**src/rtl/counter_pkg.sv**
```systemverilog
// Shared constants for the LED counter: display width, KEY bit positions and
// the wrapping up/down step used by the count register.
package counter_pkg;

  localparam int LED_W     = 10;
  localparam int KEY_RST   = 0;
  localparam int KEY_PAUSE = 1;
  localparam int KEY_DOWN  = 2;
  localparam int KEY_FAST  = 3;

  // Wraps naturally at the register width (1023 -> 0 going up, 0 -> 1023 going down).
  function automatic logic [LED_W-1:0] step_count(input logic [LED_W-1:0] cnt,
                                                  input logic             down);
    return down ? (cnt - LED_W'(1)) : (cnt + LED_W'(1));
  endfunction

endpackage

```
**src/rtl/counter_prescaler.sv**
```systemverilog
// Divides the board clock into a one-cycle count tick, every SLOW_DIV or
// FAST_DIV cycles depending on the rate select; holds its phase while disabled.
module counter_prescaler #(
  parameter int SLOW_DIV = 50_000_000,
  parameter int FAST_DIV = 5_000_000
) (
  input  logic i_clk,
  input  logic i_reset,
  input  logic i_enable,
  input  logic i_fast,
  output logic o_tick
);

  localparam int TW = (SLOW_DIV > 1) ? $clog2(SLOW_DIV) : 1;
  localparam logic [TW-1:0] SLOW_LAST = TW'(SLOW_DIV - 1);
  localparam logic [TW-1:0] FAST_LAST = TW'(FAST_DIV - 1);

  logic [TW-1:0] r_tick_cnt;
  logic [TW-1:0] w_last;
  logic          w_due;

  assign w_last = i_fast ? FAST_LAST : SLOW_LAST;
  // >= rather than == so a slow-to-fast switch past FAST_LAST fires at once.
  assign w_due  = (r_tick_cnt >= w_last);
  assign o_tick = i_enable & w_due;

  always_ff @(posedge i_clk) begin
    if (i_reset) begin
      r_tick_cnt <= '0;
    end else if (i_enable) begin
      if (w_due) r_tick_cnt <= '0;
      else       r_tick_cnt <= r_tick_cnt + TW'(1);
    end
  end

endmodule

```
**src/rtl/counter_top.sv**
```systemverilog
// Board root: 10-bit LED counter with pause, direction and fast-rate keys.
// KEY[0] is a direct synchronous reset; KEY[3:1] pass through 2-flop synchronizers.
module counter_top
  import counter_pkg::*;
#(
  parameter int SLOW_DIV = 50_000_000,
  parameter int FAST_DIV = 5_000_000
) (
  input  logic             CLOCK_50,
  input  logic [3:0]       KEY,
  output logic [LED_W-1:0] LEDR
);

  logic [2:0]       r_key_p0;
  logic [2:0]       r_key_p1;
  logic [LED_W-1:0] r_count;
  logic             w_rst;
  logic             w_pause;
  logic             w_down;
  logic             w_fast;
  logic             w_tick;

  assign w_rst   = KEY[KEY_RST];
  assign w_pause = r_key_p1[KEY_PAUSE-1];
  assign w_down  = r_key_p1[KEY_DOWN-1];
  assign w_fast  = r_key_p1[KEY_FAST-1];

  // Stage p0 -> p1: synchronize the asynchronous control keys.
  always_ff @(posedge CLOCK_50) begin
    if (w_rst) begin
      r_key_p0 <= '0;
      r_key_p1 <= '0;
    end else begin
      r_key_p0 <= KEY[3:1];
      r_key_p1 <= r_key_p0;
    end
  end

  counter_prescaler #(
    .SLOW_DIV (SLOW_DIV),
    .FAST_DIV (FAST_DIV)
  ) u_prescaler (
    .i_clk    (CLOCK_50),
    .i_reset  (w_rst),
    .i_enable (~w_pause),
    .i_fast   (w_fast),
    .o_tick   (w_tick)
  );

  // Count register: updates on the tick edge itself, no extra output latency.
  always_ff @(posedge CLOCK_50) begin
    if (w_rst)       r_count <= '0;
    else if (w_tick) r_count <= step_count(r_count, w_down);
  end

  assign LEDR = r_count;

endmodule

```
**config.mk**
```make
export PLATFORM = sky130hd
export DESIGN_NAME = counter_top
export DESIGN_NICKNAME = d
export VERILOG_FILES = /design/src/rtl/counter_pkg.sv /design/src/rtl/counter_prescaler.sv /design/src/rtl/counter_top.sv
export SDC_FILE = /design/constraint.sdc
export NUM_CORES = 1
export LEC_CHECK = 0
export CAP_MARGIN = 20
export CORE_MARGIN = 4
export CORE_UTILIZATION = 50
export CTS_CLUSTER_DIAMETER = 30
export DETAILED_ROUTE_END_ITERATION = 6
export PLACE_DENSITY = 0.79
export SYNTH_ARGS = -nofsm -noshare
export SYNTH_HDL_FRONTEND = slang
export SYNTH_HIERARCHICAL = 1
export SYNTH_SLANG_ARGS = --single-unit
export TNS_END_PERCENT = 30
```
**constraint.sdc**
```tcl
create_clock -name CLOCK_50 -period 3.1 [get_ports CLOCK_50]
set_input_delay 0.62 -clock CLOCK_50 [delete_from_list [all_inputs] [get_ports CLOCK_50]]
set_output_delay 0.62 -clock CLOCK_50 [all_outputs]
set_load 0.005 [all_outputs]
```
==> impl_metrics.env <==
export IMPL_fmax_mhz=374.7
export IMPL_clk_latency_ps=290
export IMPL_cts_resized=0
export IMPL_yosys_area_top_type="dfxtp_1"
export IMPL_tns_ps=0
export IMPL_syn_inst=277
export IMPL_cts_tree="yes"
export IMPL_syn_nets=305
export IMPL_cts_buffer_depth=2
export IMPL_ant_nets=0
export IMPL_finalSetupViolations=0
export IMPL_critPathMaxFanout=24
export IMPL_clock_skew_ps=4.442
export IMPL_drt_iter0_markers=98
export IMPL_min_period_over_period=0.8610
export IMPL_period_needed_ps=2669
export IMPL_grt_overflow_total=0
export IMPL_root_buffer="clkbuf_8"
export IMPL_p_per_area_nw_per_um2=335.2
export IMPL_numPortBuffers=14
export IMPL_synth_cell_types=61
export IMPL_synth_area_um2=2550
export IMPL_grt_first_pass_wirelength_um=8328
export IMPL_die_x_um=79.42
export IMPL_cts_buffers=5
export IMPL_ioPinCount=15
export IMPL_die_h_um=79.42
export IMPL_final_common_cell="dfxtp_1"
export IMPL_via_per_inst=5.547
export IMPL_max_slew_worst_pin_slew_ps=626.5
export IMPL_critPathLaunchType="flip-flop"
export IMPL_place_detailed_hpwl_um=3386
export IMPL_nets=319
export IMPL_avgSynthCellArea_um2=9.206
export IMPL_netlist_area_leader_share=0.3297
export IMPL_grt_max_degree=27
export IMPL_synth_area_top_cells="dfxtp_1 33%, ha_1 11%, xor2_1 7.2%"
export IMPL_synth_edf_count=0
export IMPL_worstPathRequired_ps=3310
export IMPL_final_max_slew_viol_count=0
export IMPL_leakage_uw=0.001131
export IMPL_area_delta_synth_final_pct=9.912
export IMPL_maxCapViolations=0
export IMPL_slew_headroom=0.5810
export IMPL_grt_total_usage=0.1654
export IMPL_grt_pass1_vias=1919
export IMPL_rows=25
export IMPL_drive_gt1_frac=0.08247
export IMPL_critPathCaptureType="flip-flop"
export IMPL_clk_pin_slew_ps=70
export IMPL_htreeDepth=2
export IMPL_ys_seq_area_frac=0.3297
export IMPL_synthFlopType="dfxtp_1"
export IMPL_post_cts_buffers=0
export IMPL_rsz0062_at_grt="no"
export IMPL_drt_total_wl_um=4619
export IMPL_gp_congestion=0.8380
export IMPL_cts_sinks=42
export IMPL_wl_per_cell_um=12.90
export IMPL_total_power_uw=939.3
export IMPL_ys_warn_count=6
export IMPL_vias=1986
export IMPL_initial_core_util=0.5294
export IMPL_antenna_found_initial=0
export IMPL_ys_seq_elements=42
export IMPL_finalHoldViolCount=0
export IMPL_outcome="finished clean"
export IMPL_diodes=0
export IMPL_synthArstFlopShare=0
export IMPL_final_cell_mix="42 x dfxtp_1, 40 x nor2_1, 22 x ha_1, 21 x xor2_1, 16 x nand4_1"
export IMPL_hold_buffers=0
export IMPL_drc=0
export IMPL_crit_arrival_ps=2880
export IMPL_worstSetupPathType="flip-flop to flip-flop"
export IMPL_hold_path_class="flip-flop to flip-flop"
export IMPL_dieArea_um2=6307
export IMPL_firstDrtPassIters=4
export IMPL_core_um2=4817
export IMPL_ir_worst_vdd_uv=223.0
==> Yosys cell counts, types with 3 or more instances <==
master    instances
a21oi_1          11
a31oi_1           3
and3_1            4
clkbuf_1          3
dfxtp_1          42
ha_1             22
inv_1             8
mux2i_1           4
nand2_1          13
nand3_1          12
nand4_1          16
nand4b_1          3
nor2_1           40
nor2b_1           8
nor3_1            6
o21a_1            3
xnor2_1           7
xor2_1           21
==> critical path: stages, from the launching register on <==
cell and delay, ps:
dfxtp_1 560, inv_1 170, ha_1 330, nand4_1 90, o32ai_1 250, o211ai_1 180
nand3_1 130, buf_4 250, or3b_2 470, o221ai_1 140
==> cell families (layout without fill, tap and decap cells) <==
kind of cell	count (synthesis)	count (layout)	share of synthesized area
XOR/XNOR	28	28	0.09617
multiplexers	5	5	0.02159
AO/OA/AOI/OAI	39	39	0.1168
buffers and inverters	17	31	0.03631
AND/OR/NAND/NOR	123	123	0.2836
adder cells (fa/ha/maj)	23	23	0.1158
flip-flops	42	42	0.3297
==> sequential cells by signal, summed over array words and instances, names as in the netlist <==
register	flops
LEDR	10
r_key_p0	3
r_key_p1	3
u_prescaler/r_tick_cnt	26
==> power by group <==
group          internal [uW]  switching, uW  total (uW)
registers                548           9.95         558
clock network            155            172         327
logic                   24.0           30.6        54.6
total                    727            213         939
==> stage by stage <==
stage | instances | worst slack (ps) | cell area [um^2] | hold WS, ps | utilization
6_report | 358 | 431.0 | 2803 | 439.1 | 0.5818
3_3_place_gp | 351 | 552.5 | 2726 | 415.8 | 0.5660
3_5_place_dp | 351 | 459.8 | 2726 | 428.9 | 0.5660
4_1_cts | 358 | 420.2 | 2803 | 447.2 | 0.5818
2_1_floorplan | 277 | 757.1 | 2550 | 413.8 | -
5_1_grt | 358 | 128.8 | 2803 | 463.0 | 0.5818
==> metal layers <==
metal  vias up  wire [um]  global-route usage
met2        33       2178              0.2828
met1       910       2189              0.1959
met3         8        159             0.04176
met4         0         91             0.07045
met5         -          0                   0
li1       1035          -                   -
==> final cells by class <==
type,count,area (um^2)
fill,443,2014
sequential,42,840.8
timing repair buffer,16,155.1
tap,67,83.83
inverter,8,30.03
clock buffer,7,76.32
multi-input combinational,218,1617
==> final timing paths <==
| kind | start | end | slack [ps] | cells past startpoint |
|---|---|---|---|---|
| setup / recovery | r_key_p1[2]$_SDFF_PP0_ | LEDR[7]$_SDFFE_PP0P_ | 430 | 9 |
| hold / removal | r_key_p0[1]$_SDFF_PP0_ | r_key_p1[1]$_SDFF_PP0_ | 440 | 1 |
| setup reg to reg | r_key_p1[2]$_SDFF_PP0_ | LEDR[7]$_SDFFE_PP0P_ | 430 | 9 |
| hold reg to reg | r_key_p0[1]$_SDFF_PP0_ | r_key_p1[1]$_SDFF_PP0_ | 440 | 1 |
No activity file was read; power rests on OpenSTA's default activity.
